===== config.mk =====
export PLATFORM = sky130hd
export DESIGN_NAME = gpio_register_core
export DESIGN_NICKNAME = d
export VERILOG_FILES = /design/src/rtl/gpio_pkg.sv /design/src/rtl/gpio_sync_edge.sv /design/src/rtl/gpio_register_core.sv
export SDC_FILE = /design/constraint.sdc
export NUM_CORES = 1
export LEC_CHECK = 0
export ABC_AREA = 0
export CORE_MARGIN = 8
export CORE_UTILIZATION = 53
export CTS_CLUSTER_DIAMETER = 150
export CTS_CLUSTER_SIZE = 30
export DETAILED_ROUTE_END_ITERATION = 8
export PLACE_DENSITY_LB_ADDON = 0.1
export SYNTH_ARGS = -nofsm -noshare
export SYNTH_HDL_FRONTEND = slang
export SYNTH_SLANG_ARGS = --single-unit

===== constraint.sdc =====
create_clock -name sys_clk -period 2.3 [get_ports sys_clk]
set_clock_uncertainty 0.2 [all_clocks]
set_input_delay 0.23 -clock sys_clk [delete_from_list [all_inputs] [get_ports sys_clk]]
set_output_delay 0.23 -clock sys_clk [all_outputs]
set_load 0.1 [all_outputs]

===== src/rtl/gpio_pkg.sv =====
// rtl/gpio_pkg.sv - GPIO register offsets, CTRL bit indices and address decode helper
package gpio_pkg;

  localparam int GPIO_W_DEFAULT = 32;

  localparam logic [31:0] GPIO_OFS_IN    = 32'h00;
  localparam logic [31:0] GPIO_OFS_OUT   = 32'h04;
  localparam logic [31:0] GPIO_OFS_OE    = 32'h08;
  localparam logic [31:0] GPIO_OFS_INTE  = 32'h0C;
  localparam logic [31:0] GPIO_OFS_PTRIG = 32'h10;
  localparam logic [31:0] GPIO_OFS_CTRL  = 32'h14;
  localparam logic [31:0] GPIO_OFS_INTS  = 32'h18;

  localparam int CTRL_INTE_BIT = 0;
  localparam int CTRL_INTS_BIT = 1;

  typedef enum logic [2:0] {
    SEL_IN,
    SEL_OUT,
    SEL_OE,
    SEL_INTE,
    SEL_PTRIG,
    SEL_CTRL,
    SEL_INTS,
    SEL_NONE
  } reg_sel_e;

  // Byte lanes are ignored; anything outside the 7 word offsets decodes to SEL_NONE.
  function automatic reg_sel_e decode_sel(input logic [31:0] addr);
    logic [31:0] w_word;
    w_word = addr & ~32'h3;
    case (w_word)
      GPIO_OFS_IN:    decode_sel = SEL_IN;
      GPIO_OFS_OUT:   decode_sel = SEL_OUT;
      GPIO_OFS_OE:    decode_sel = SEL_OE;
      GPIO_OFS_INTE:  decode_sel = SEL_INTE;
      GPIO_OFS_PTRIG: decode_sel = SEL_PTRIG;
      GPIO_OFS_CTRL:  decode_sel = SEL_CTRL;
      GPIO_OFS_INTS:  decode_sel = SEL_INTS;
      default:        decode_sel = SEL_NONE;
    endcase
  endfunction

endpackage


===== src/rtl/gpio_sync_edge.sv =====
// rtl/gpio_sync_edge.sv - pad synchronizer, previous-value flop and per-bit edge event
module gpio_sync_edge
  import gpio_pkg::*;
#(
  parameter int GPIO_W = GPIO_W_DEFAULT
) (
  input  logic              i_clk,
  input  logic              i_rst,
  input  logic [GPIO_W-1:0] i_pad,
  input  logic [GPIO_W-1:0] i_ptrig,
  output logic [GPIO_W-1:0] o_in,
  output logic [GPIO_W-1:0] o_event
);

  logic [GPIO_W-1:0] r_s1;
  logic [GPIO_W-1:0] r_s2;
  logic [GPIO_W-1:0] r_prev;
  logic [GPIO_W-1:0] w_rise;
  logic [GPIO_W-1:0] w_fall;

  always_ff @(posedge i_clk) begin
    if (i_rst) begin
      r_s1   <= '0;
      r_s2   <= '0;
      r_prev <= '0;
    end else begin
      r_s1   <= i_pad;
      r_s2   <= r_s1;
      r_prev <= r_s2;
    end
  end

  assign w_rise  = r_s2 & ~r_prev;
  assign w_fall  = ~r_s2 & r_prev;
  assign o_in    = r_s2;
  assign o_event = (i_ptrig & w_rise) | (~i_ptrig & w_fall);

endmodule


===== src/rtl/gpio_register_core.sv =====
// rtl/gpio_register_core.sv - GPIO register file with edge interrupts and W1C status
module gpio_register_core
  import gpio_pkg::*;
#(
  parameter int GPIO_W = GPIO_W_DEFAULT
) (
  input  logic              sys_clk,
  input  logic              sys_rst,
  input  logic              gpio_we,
  input  logic [31:0]       gpio_addr,
  input  logic [31:0]       gpio_data_in,
  output logic [31:0]       gpio_data_out,
  output logic              gpio_inta_o,
  input  logic [GPIO_W-1:0] ext_pad_i,
  output logic [GPIO_W-1:0] ext_pad_o,
  output logic [GPIO_W-1:0] ext_padoe_o
);

  logic [GPIO_W-1:0] r_out;
  logic [GPIO_W-1:0] r_oe;
  logic [GPIO_W-1:0] r_inte;
  logic [GPIO_W-1:0] r_ptrig;
  logic [GPIO_W-1:0] r_ints;
  logic              r_ctrl_inte;

  logic [GPIO_W-1:0] w_in;
  logic [GPIO_W-1:0] w_event;
  logic [GPIO_W-1:0] w_wdata;
  logic [GPIO_W-1:0] w_ints_clr;
  logic              w_ints_any;
  reg_sel_e          w_sel;
  logic [31:0]       w_rdata;

  function automatic logic [31:0] zext(input logic [GPIO_W-1:0] v);
    zext = '0;
    zext[GPIO_W-1:0] = v;
  endfunction

  gpio_sync_edge #(
    .GPIO_W (GPIO_W)
  ) u_sync_edge (
    .i_clk   (sys_clk),
    .i_rst   (sys_rst),
    .i_pad   (ext_pad_i),
    .i_ptrig (r_ptrig),
    .o_in    (w_in),
    .o_event (w_event)
  );

  assign w_sel      = decode_sel(gpio_addr);
  assign w_wdata    = gpio_data_in[GPIO_W-1:0];
  assign w_ints_clr = (gpio_we && w_sel == SEL_INTS) ? w_wdata : '0;
  assign w_ints_any = |r_ints;

  always_ff @(posedge sys_clk) begin
    if (sys_rst) begin
      r_out       <= '0;
      r_oe        <= '0;
      r_inte      <= '0;
      r_ptrig     <= '0;
      r_ints      <= '0;
      r_ctrl_inte <= 1'b0;
    end else begin
      if (gpio_we) begin
        case (w_sel)
          SEL_OUT:   r_out       <= w_wdata;
          SEL_OE:    r_oe        <= w_wdata;
          SEL_INTE:  r_inte      <= w_wdata;
          SEL_PTRIG: r_ptrig     <= w_wdata;
          SEL_CTRL:  r_ctrl_inte <= gpio_data_in[CTRL_INTE_BIT];
          default:   ;
        endcase
      end
      // Clear first, then OR in new events so a same-cycle set wins over W1C.
      r_ints <= (r_ints & ~w_ints_clr) | (w_event & r_inte);
    end
  end

  always_comb begin
    w_rdata = '0;
    case (w_sel)
      SEL_IN:    w_rdata = zext(w_in);
      SEL_OUT:   w_rdata = zext(r_out);
      SEL_OE:    w_rdata = zext(r_oe);
      SEL_INTE:  w_rdata = zext(r_inte);
      SEL_PTRIG: w_rdata = zext(r_ptrig);
      SEL_CTRL: begin
        w_rdata[CTRL_INTE_BIT] = r_ctrl_inte;
        w_rdata[CTRL_INTS_BIT] = w_ints_any;
      end
      SEL_INTS:  w_rdata = zext(r_ints);
      default:   w_rdata = '0;
    endcase
  end

  assign gpio_data_out = w_rdata;
  assign gpio_inta_o   = r_ctrl_inte & w_ints_any;
  assign ext_pad_o     = r_out;
  assign ext_padoe_o   = r_oe;

endmodule


Word-level counts from Yosys, hierarchy flattened:

Cells that the tools add are included.

* multipliers: 0
* shifts and indexed selects: 0
* order comparisons: 0
* div/mod/pow operators: 0
* bitwise operators: 13
* equality and inequality tests: 12
* reduce and logical (&&, ||, !) cells: 9
* add/subtract/negate cells: 0
* mux-type cells: 4

Operator list (count)
* $and A32 B32 Y32: 6
* $pmux W30 S6: 1
* $not A32 Y32: 4
* $eq A30 B3 Y1 const B: 3
* $or A32 B32 Y32: 2
* $eq A30 B2 Y1 const B: 2
* $logic_not A32 Y1: 1
* $mux W32: 1
* $reduce_or A32 Y1: 1
* $eq A30 B1 Y1 const B: 1
* $pmux W3 S7: 1
* $pmux W2 S7: 1
* $reduce_and A2 Y1: 5
* $eq A3 B3 Y1 const B: 3
* $eq A3 B2 Y1 const B: 2
* $eq A3 B1 Y1 const B: 1
* $logic_not A3 Y1: 1
* $and A1 B1 Y1: 1
* $logic_and A1 B1 Y1: 1

* bits in latches: 0
* input bits: 99
* word-level logic and storage cells: 47
* memories: 0
* flip-flop bits (word level): 257
* memory bits (read-only): 0
* output and inout bits: 97
* bits in writable memories: 0

Logic depth before layout (Yosys ltp):

Gate-level depths: netlist of the first run.

* depth after elaboration: 8
* depth in mapped cells: 7
* mapped depth without buffers: 4

By module:

A second synthesis of the first run with hierarchy kept.

* cells, all modules: 1277
* area, all modules: 11473.5 um2

By module, submodules not included
* gpio_register_core: sequential area each 3223.1 um2, cells each 979, times used 1, area each 8272.9 um2
* gpio_sync_edge: sequential area each 1921.8 um2, cells each 298, times used 1, area each 3200.6 um2

Worst setup path before layout of the first run:

Ideal clock, no wire load.

* kind: register to output
* from: reg r_oe[1] (netlist: ext_padoe_o[1])
* to: out gpio_data_out[1]
* path slack: -1.225 ns
* path buffers: 0
* required time: 1.870 ns
* cell stages (with the launch flop): 5
* arrival time: 3.095 ns
* cell sequence: dfxtp_1 -> nand2_1 -> o32a_1 -> o221a_2 -> a21oi_1

* word-level cells in the longest chain between the ends: 1

RTL lines
* start: declaration: RTL line gpio_register_core.sv:20 `logic [GPIO_W-1:0] r_oe;`
* start signal: assignment: RTL line gpio_register_core.sv:67 `SEL_OE: r_oe <= w_wdata;`
* $pmux W2 S7: RTL line gpio_register_core.sv:81 `case (w_sel)`
* end: declaration: RTL line gpio_register_core.sv:12 `output logic [31:0] gpio_data_out,`

No other way between the ends.

Final worst setup path of the first run:

* from: reg r_ints[14]
* to: out gpio_data_out[1]

* word-level cells in the longest chain between the ends: 2

RTL lines
* start: declaration: RTL line gpio_register_core.sv:23 `logic [GPIO_W-1:0] r_ints;`
* start signal: assignment: RTL line gpio_register_core.sv:75 `r_ints <= (r_ints & ~w_ints_clr) | (w_event & r_inte);`
* $reduce_or A32 Y1: RTL line gpio_register_core.sv:53 `assign w_ints_any = |r_ints;`
* $pmux W2 S7: RTL line gpio_register_core.sv:81

No other way between the ends.

==> results.py, run 1 <==
metrics = {
    "outcome": {
        "status": "finished with violations",
        "violations": "negative setup slack",
    },
    "detailed_routing": {
        "wl_met3_mm": 1.89,
        "wl_mm": 33.7,
        "wl_met1_mm": 13.9,
        "ant_nets": 0,
        "via_count": 9425,
        "wl_per_cell_um": 20.5,
        "routed.top_layer": "met4",
        "vias_per_cell": 5.75,
        "dr_wl_met2_mm": 16.7,
        "drtIter0Drc": 574,
        "dr.pass1.iters": 7,
        "drc_errors": 0,
    },
    "global_routing": {
        "grt_pass1_wl_mm": 51.9,
        "overflow": 0,
        "track_usage": 0.243,
        "grt_pass1_vias": 9681,
        "antenna_found_initial": 1,
        "grt_max_degree": 85,
    },
    "hold_path": {
        "hold_class": "primary input to register",
    },
    "timing": {
        "setup_viol": 3,
        "fin_setup_tns_ns": -0.350,
        "fin_hold_ws_ns": 0.0867,
        "rsz0062_at_grt": "true",
        "setup_ws_ns": -0.190,
        "hold_violations": 0,
        "maxSlewHeadroom": 0.653,
        "max_slew.worst_pin.slew_ns": 0.520,
        "period_needed_ns": 2.49,
        "fmax_ghz": 0.402,
        "drv_slew": 0,
        "period_share": 1.08,
    },
    "job": {
        "cap_viol_max_count": 0,
    },
    "critical_path": {
        "critPathMaxStageDelay_ns": 0.35,
        "critPathKind": "register to output pin",
        "path_max_fanout": 2,
        "start_kind": "register",
        "crit_family": "simple AND/OR/NAND/NOR gates",
        "cp_slowest_cell": "dfxtp_2",
        "critical_path_buf_inv_count": 2,
        "cp.arrival_ns": 2.06,
        "path_cells": "nor4_2 -> buf_4 -> nand4_1 -> o211ai_1 -> a21oi_4 -> buf_12",
        "critical_path_required_ns": 1.87,
        "endpoint_kind": "output pin",
    },
    "finish": {
        "drive_gt1_frac": 0.267,
        "nFillCells": 1456,
        "nets": 1463,
        "multi_input_area_um2": 6540,
        "layout_common_cells": "226 x dfxtp_1, 162 x mux2i_1, 161 x nand2b_1, 142 x buf_4, 129 x nor2b_1",
        "syn2layout_area_growth_pct": 39.2,
        "seq_area_um2": 5180,
        "final_common_cell": "dfxtp_1",
        "post-route-cell-area_um2": 15800,
    },
    "power_and_ir_drop": {
        "p_comb_frac": 0.091,
        "internal_power_uw": 5940,
        "p_clk_frac": 0.316,
        "switching_power_uw": 1730,
        "ir_worst_vdd_v": 0.000530,
        "pwr_density_cell_nw_per_um2": 484,
        "sw_frac_of_total": 0.226,
        "pwr-share-seq": 0.593,
        "p_leak_uw": 0.00630,
    },
    "cts": {
        "h-tree-depth": 1,
        "clk_latency_ns": 0.49,
        "cts_sinks": 257,
        "clockBufferDepth": 3,
        "path_clk_slew_ns": 0.11,
        "cts_tree": "done",
        "cts_buffers": 12,
        "cts_root_buf": "clkbuf_16",
    },
    "die": {
        "dieHeight_um": 163,
        "initial_utilization": 0.541,
        "dieArea_um2": 26400,
        "coreArea_um2": 21000,
        "num_rows": 53,
        "die_w_um": 163,
        "ioPinCount": 196,
    },
    "synth": {
        "yosys_warnings": 0,
        "ys_ff_latch": 257,
        "syn-num-nets": 1223,
        "synth_edf_count": 0,
        "synthCells": 1124,
        "synthFlopType": "dfxtp_1",
        "ys_seq_area_frac": 0.452,
        "synthesis.area_um2": 11400,
        "synth.distinct_cells": 38,
        "avgSynthCellArea_um2": 10.1,
        "async_reset_ff_frac": 0,
    },
    "placement": {
        "hpwl_mm": 22.3,
        "io_buffer_count": 193,
        "place_ws_ns": -0.215,
        "placed_area_um2": 14900,
        "gp_routability_congestion": 0.812,
    },
}
-- power groups by stage --
stage | combinational (µW) | sequential, µW | clock, µW
floorplan | 308 | 4640 | 0
finish | 701 | 4550 | 2420
global route | 741 | 4560 | 2620
global placement | 621 | 4650 | 0
detailed placement | 625 | 4650 | 0
CTS | 673 | 4550 | 2480
-- cells in the mapped netlist (2+ instances only) --
| library cell | n | area [µm²] |
|---|---|---|
| a211oi_1 | 32 | 240 |
| a21boi_0 | 31 | 233 |
| a21oi_1 | 2 | 10.0 |
| a222oi_1 | 30 | 300 |
| and3_1 | 3 | 18.8 |
| and4_1 | 2 | 17.5 |
| buf_1 | 2 | 7.51 |
| buf_12 | 3 | 60.1 |
| buf_2 | 22 | 110 |
| buf_6 | 5 | 56.3 |
| clkbuf_1 | 49 | 184 |
| clkbuf_4 | 2 | 15.0 |
| dfxtp_1 | 257 | 5140 |
| inv_1 | 3 | 11.3 |
| mux2i_1 | 162 | 1620 |
| nand2_1 | 2 | 7.51 |
| nand2b_1 | 162 | 1010 |
| nand3_1 | 32 | 160 |
| nand3b_1 | 32 | 240 |
| nand4_1 | 6 | 37.5 |
| nand4_4 | 2 | 42.5 |
| nor2_1 | 36 | 135 |
| nor2b_1 | 129 | 807 |
| nor3_1 | 2 | 10.0 |
| nor4_1 | 12 | 75.1 |
| nor4_2 | 2 | 25.0 |
| o21ai_0 | 31 | 155 |
| o2bb2ai_1 | 30 | 263 |
| or3b_2 | 32 | 280 |
-- through the flow --
step | utilization | total power (µW) | instances
after floorplan | - | 4950 | 1124
after global placement | 0.708 | 5270 | 1584
after detailed placement | 0.708 | 5270 | 1584
after CTS | 0.746 | 7700 | 1628
after global routing | 0.754 | 7920 | 1640
final | 0.754 | 7670 | 1640
-- state kept, by name, summed over array words and instances (netlist names) --
signal / count
r_ints: 32
u_sync_edge.o_in: 32
r_inte: 32
u_sync_edge.r_prev: 32
r_ptrig: 32
ext_padoe_o: 32
ext_pad_o: 32
r_ctrl_inte: 1
u_sync_edge.r_s1: 32
-- cells by family (layout without fill, tap and decap cells) --
group                  after synthesis  in the layout  synth area share
and+or+nand+nor                    457            457             0.255
buffers and inverters               86            326            0.0390
AOI/OAI and AO/OA                  161            161             0.110
muxes                              163            163             0.145
DFF                                257            257             0.452
other                                0              1                 0
-- worst paths after layout --
path	start	end	slack, ns	cells after the start
worst max-delay path	r_ints[14]	gpio_data_out[1]	-0.19	6
worst min-delay path	ext_pad_i[5]	u_sync_edge.r_s1[5]	0.09	2
worst max register to register	r_ptrig[29]	r_ints[29]	0.43	5
worst min register to register	u_sync_edge.r_s1[28]	u_sync_edge.o_in[28]	0.25	1
-- cell type report --
| type | count | share of cell area |
|---|---|---|
| flip-flops and latches | 257 | 0.327 |
| inverters | 3 | 0.000711 |
| clock buffers | 13 | 0.0205 |
| clock inverters | 1 | 0.00103 |
| diodes | 1 | 0.000158 |
| multi-input cells | 781 | 0.413 |
| well taps | 275 | 0.0217 |
| repair buffers | 309 | 0.216 |
-- timing repair --
item | CTS | global route
hold buffers | 1 | 0
endpoints found under the setup margin | 33 | 65
buffers inserted | 27 | 12
pin swaps | 27 | 31
cloned | 5 | 1
resized for setup | 72 | 69
hold endpoints to repair | 13 | 0
-- layer usage --
metal / up-vias / global-route usage
li1: 4455 / -
met1: 4608 / 0.292
met2: 285 / 0.431
met3: 77 / 0.0402
met4: 0 / 0.0888
met5: - / 0
-- worst register-to-register path, stage by stage (launching register included) --
cell      delay, ns
dfxtp_2        0.34
buf_4          0.13
or3b_2         0.44
a21boi_0       0.35
nor2b_1        0.09
a211oi_1       0.24
(Power assumes the default switching activity.)
==> inputs of run 2 (changes only) <==
CAP_MARGIN = 5   (was not set)
CORE_ASPECT_RATIO = 1.4   (was not set)
==> run 2 against run 1 <==
Final area decreased by 0.50%. Die area is 0.25% higher. The run still ends with negative setup slack left. Power decreased by 0.41%. Clock-buffer cell count unchanged. First-iteration DRC count decreased by 7.0%.
==> results.py, run 2 (synthesis gave the netlist of run 1 again) <==
metrics = {
    "timing": {
        "period_share": 1.07,
        "hold_violations": 0,
        "setup_ws_ns": -0.157,
        "fin_hold_ws_ns": 0.0790,
        "period_needed_ns": 2.46,
        "maxSlewHeadroom": 0.719,
        "setup_viol": 8,
        "max_slew.worst_pin.slew_ns": 0.421,
        "fmax_ghz": 0.407,
        "rsz0062_at_grt": "true",
        "drv_slew": 0,
    },
    "global_routing": {
        "overflow": 0,
        "grt_pass1_vias": 9342,
        "grt_pass1_wl_mm": 50.9,
        "antenna_found_initial": 1,
        "track_usage": 0.239,
        "grt_max_degree": 53,
    },
    "power_and_ir_drop": {
        "p_comb_frac": 0.086,
        "sw_frac_of_total": 0.227,
        "pwr-share-seq": 0.595,
        "p_clk_frac": 0.318,
        "switching_power_uw": 1740,
        "internal_power_uw": 5910,
        "ir_worst_vdd_v": 0.000432,
        "pwr_density_cell_nw_per_um2": 485,
        "p_leak_uw": 0.00625,
    },
    "cts": {
        "cts_root_buf": "clkbuf_16",
        "path_clk_slew_ns": 0.11,
        "cts_buffers": 12,
        "cts_sinks": 257,
        "h-tree-depth": 1,
        "cts_tree": "done",
        "clk_latency_ns": 0.48,
        "clockBufferDepth": 3,
    },
    "finish": {
        "syn2layout_area_growth_pct": 38.5,
        "final_common_cell": "dfxtp_1",
        "utilization": 0.746,
        "nets": 1459,
        "stdcell_count": 1621,
        "drive_gt1_frac": 0.260,
        "nFillCells": 1521,
        "layout_common_cells": "239 x dfxtp_1, 162 x mux2i_1, 161 x nand2b_1, 136 x buf_4, 129 x nor2b_1",
    },
    "die": {
        "ioPinCount": 196,
        "initial_utilization": 0.539,
        "coreArea_um2": 21100,
        "dieArea_um2": 26500,
        "die_w_um": 140,
        "num_rows": 63,
        "dieHeight_um": 189,
    },
    "critical_path": {
        "endpoint_kind": "output pin",
        "cp.arrival_ns": 2.03,
        "path_cells": "nor4_4 -> nand4_1 -> o211ai_1 -> a21oi_4 -> buf_12",
        "critical_path_buf_inv_count": 1,
        "critical_path_required_ns": 1.87,
        "critPathKind": "register to output pin",
        "start_kind": "register",
        "cp_slowest_cell": "dfxtp_2",
        "path_max_fanout": 3,
        "critPathMaxStageDelay_ns": 0.37,
        "crit_family": "simple AND/OR/NAND/NOR gates",
    },
    "hold_path": {
        "hold_class": "primary input to register",
    },
    "detailed_routing": {
        "wl_mm": 33.1,
        "dr.pass1.iters": 5,
        "ant_nets": 0,
        "drc_errors": 0,
        "vias_per_cell": 5.75,
        "via_count": 9328,
        "wl_per_cell_um": 20.4,
        "drtIter0Drc": 534,
    },
    "placement": {
        "hpwl_mm": 22.4,
        "place_ws_ns": -0.287,
        "placed_cells": 1579,
        "io_buffer_count": 193,
        "gp_routability_congestion": 0.821,
    },
    "outcome": {
        "status": "finished with violations",
        "violations": "negative setup slack",
    },
    "job": {
        "cap_viol_max_count": 0,
    },
}
## run 2: final timing paths
check	end	slack (ns)	depth (start not counted)	start
max	gpio_data_out[1]	-0.16	5	r_ints[13]
min	u_sync_edge.r_s1[15]	0.08	2	ext_pad_i[15]
min reg2reg	u_sync_edge.o_in[27]	0.24	1	u_sync_edge.r_s1[27]
max reg2reg	r_ints[13]	0.52	4	r_ptrig[13]
## run 2: what timing repair did
action / in CTS / in global routing
setup buffers: 13 / 9
endpoints found under the setup margin: 33 / 80
endpoints found under the hold margin: 15 / 0
gates resized for setup: 89 / 47
pin swaps: 18 / 23
hold buffers: 1 / 0
cloned: 4 / 2
## run 2: final cells by class
class,count,area [µm²],area share
clock buffers,13,325,0.0206
diodes,1,2.50,0.000159
multi-input cells,781,6570,0.417
well taps,260,325,0.0206
repair buffers,305,3340,0.212
inverters,3,11.3,0.000714
flip-flops and latches,257,5170,0.328
clock inverters,1,16.3,0.00103
## run 2: stage by stage
step                      TNS [ns]  total power (µW)  area (µm²)
final                       -0.201              7640       15800
after global routing         -1.08              7890       15800
after global placement      -26.14              5270       15000
after CTS                   -0.175              7690       15600
after floorplan            -0.0991              4950       12000
after detailed placement    -32.99              5280       15000
## run 2: power by group through the flow
stage          combinational [µW]  sequential, µW  clock (µW)
2_1_floorplan                 308            4640           0
6_report                      660            4550        2430
3_3_place_gp                  629            4640           0
3_5_place_dp                  636            4650           0
5_1_grt                       702            4560        2630
4_1_cts                       653            4550        2490
## run 2: metal layers
metal  global-route usage  up-vias  routed length [µm]
met4               0.0708        0                 922
met2                0.441      249               17000
met1                0.277     4572               13400
met3               0.0391       47                1740
li1                     -     4460                   -
met5                    0        -                   0
==> inputs of run 3 (changes only) <==
CELL_PAD_IN_SITES_DETAIL_PLACEMENT = 1   (was not set)
CELL_PAD_IN_SITES_GLOBAL_PLACEMENT = 1   (was not set)
CORE_UTILIZATION = 41   (was 53)
==> run 3 against run 2 <==
The run still ends with negative setup slack left. Combinational power increased by 2%. Sequential share of layout area rose by 0.20 points. Global-route usage decreased by 1.9 points. Sequential power about the same. Utilization decreased by 17 points. Wire length is 14% higher. Register-to-register slack worse by 0.04 ns. Clock-buffer cell count is the same. Worst setup slack got worse by 0.0080 ns. Via count up 0.45%. Non-clock buffer count is 12 lower. Critical path type unchanged. Highest routed layer unchanged.
==> results.py, run 3 (synthesis gave the netlist of run 1 again) <==
metrics = {
    "outcome": {
        "status": "finished with violations",
        "violations": "negative setup slack",
    },
    "detailed_routing": {
        "ant_nets": 0,
        "dr.pass1.iters": 5,
        "drc_errors": 0,
        "drtIter0Drc": 408,
        "wl_per_cell_um": 22.0,
        "vias_per_cell": 5.45,
        "via_count": 9370,
        "wl_mm": 37.9,
    },
    "power_and_ir_drop": {
        "ir_worst_vdd_v": 0.000455,
        "pwr_density_cell_nw_per_um2": 490,
        "p_leak_uw": 0.00622,
        "total_power_uw": 7720,
    },
    "hold_path": {
        "min_to": "u_sync_edge.r_s1[22]",
        "hold_class": "primary input to register",
        "hp-start": "ext_pad_i[22]",
        "hold_depth": 2,
    },
    "die": {
        "ioPinCount": 196,
        "coreArea_um2": 27500,
        "initial_utilization": 0.414,
        "die_w_um": 157,
        "num_rows": 72,
        "dieArea_um2": 33400,
        "dieHeight_um": 213,
    },
    "critical_path": {
        "critPathMaxStageDelay_ns": 0.37,
        "r2r_slack_ns": 0.48,
        "critical_path.reg2reg.endpoint": "r_ints[26]",
        "ff2ff_path_depth": 5,
        "r2r-start": "r_ptrig[26]",
        "crit_family": "simple AND/OR/NAND/NOR gates",
        "path_max_fanout": 3,
        "critPathKind": "register to output pin",
        "critical_path_required_ns": 1.87,
        "critical_path_buf_inv_count": 1,
        "start_kind": "register",
        "endpoint_kind": "output pin",
        "cp.arrival_ns": 2.03,
        "path_cells": "nor4_2 -> nand4_1 -> o211ai_1 -> a21oi_4 -> buf_12",
        "cp_slowest_cell": "dfxtp_1",
    },
    "finish": {
        "final_common_cell": "dfxtp_1",
        "syn2layout_area_growth_pct": 38.6,
        "multi_input_area_um2": 6580,
        "nFillCells": 2932,
        "drive_gt1_frac": 0.279,
        "layout_common_cells": "211 x dfxtp_1, 161 x nand2b_1, 160 x mux2i_1, 130 x buf_4, 129 x nor2b_1",
        "seq_area_um2": 5200,
        "nets": 1447,
    },
    "timing": {
        "fmax_ghz": 0.406,
        "hold_violations": 0,
        "rsz0062_at_grt": "true",
        "setup_ws_ns": -0.165,
        "drv_slew": 0,
        "fin_hold_ws_ns": 0.0790,
        "period_share": 1.07,
        "max_slew.worst_pin.slew_ns": 0.533,
        "setup_viol": 2,
        "period_needed_ns": 2.46,
        "maxSlewHeadroom": 0.645,
    },
    "global_routing": {
        "track_usage": 0.220,
        "grt_pass1_vias": 10100,
        "grt_pass1_wl_mm": 57.6,
        "grt_max_degree": 69,
        "antenna_found_initial": 2,
        "overflow": 0,
    },
    "cts": {
        "cts_root_buf": "clkbuf_16",
        "cts_buffers": 12,
        "cts_sinks": 257,
        "path_clk_slew_ns": 0.12,
        "cts_tree": "done",
        "clockBufferDepth": 3,
        "clk_latency_ns": 0.50,
        "h-tree-depth": 1,
    },
    "placement": {
        "gp_routability_congestion": 0.778,
        "hpwl_mm": 25.7,
        "io_buffer_count": 193,
    },
    "job": {
        "cap_viol_max_count": 0,
    },
}
## run 3: what timing repair did
action	in CTS	in global routing
hold buffers	1	0
buffers inserted	23	7
endpoints found under the hold margin	12	0
resized for setup	108	86
endpoints found under the setup margin	33	67
gates cloned	2	4
pin swaps	31	57
## run 3: how the worst max path moves through the flow
stage,startpoint,endpoint,slack (ns),depth (start not counted)
final,r_ints[3],gpio_data_out[1],-0.16,5
after global routing,r_ints[23],gpio_data_out[1],-0.26,6
after CTS,r_ints[14],gpio_data_out[1],-0.19,6
after detailed placement,gpio_addr[7],r_inte[6],-0.39,7
after global placement,gpio_addr[7],r_inte[6],-0.33,7
after floorplan,ext_pad_o[1],gpio_data_out[1],-0.1,3
## run 3: metrics by stage
stage | setup TNS (ns) | instance area [µm²] | std cells | util | worst slack (ns)
3_3_place_gp | -40.76 | 14900 | 1669 | 0.543 | -0.330
4_1_cts | -0.343 | 15600 | 1709 | 0.569 | -0.189
2_1_floorplan | -0.0991 | 12000 | 1124 | - | -0.0991
6_report | -0.275 | 15800 | 1720 | 0.574 | -0.165
3_5_place_dp | -44.98 | 14900 | 1669 | 0.543 | -0.385
5_1_grt | -0.824 | 15800 | 1720 | 0.574 | -0.261
## run 3: final cells by class
| type | count | share of cell area |
|---|---|---|
| inverter | 3 | 0.000793 |
| multi-input combinational | 781 | 0.417 |
| clock buffer | 13 | 0.0206 |
| clock inverter | 1 | 0.00103 |
| timing repair buffer | 293 | 0.201 |
| tap | 370 | 0.0293 |
| sequential | 257 | 0.330 |
| antenna | 2 | 0.000317 |
## run 3: metal layers
layer / part of all wire / up-vias / track usage
li1: - / 4413 / -
met1: 0.40 / 4708 / 0.247
met2: 0.53 / 196 / 0.418
met3: 0.039 / 53 / 0.0286
met4: 0.030 / 0 / 0.0728
met5: 0 / - / 0
## run 3: where the power goes
group / internal, µW / total (µW) / switching (µW)
Combinational: 352 / 676 / 323
Sequential: 4520 / 4550 / 33.3
Clock: 1040 / 2500 / 1460
## run 3: worst register-to-register path, cell delays in order, from the launching register on
cell and delay (ns):
dfxtp_2 0.35, buf_4 0.13, or3b_2 0.46, a21boi_0 0.30, nor2b_1 0.09, a211oi_1 0.22
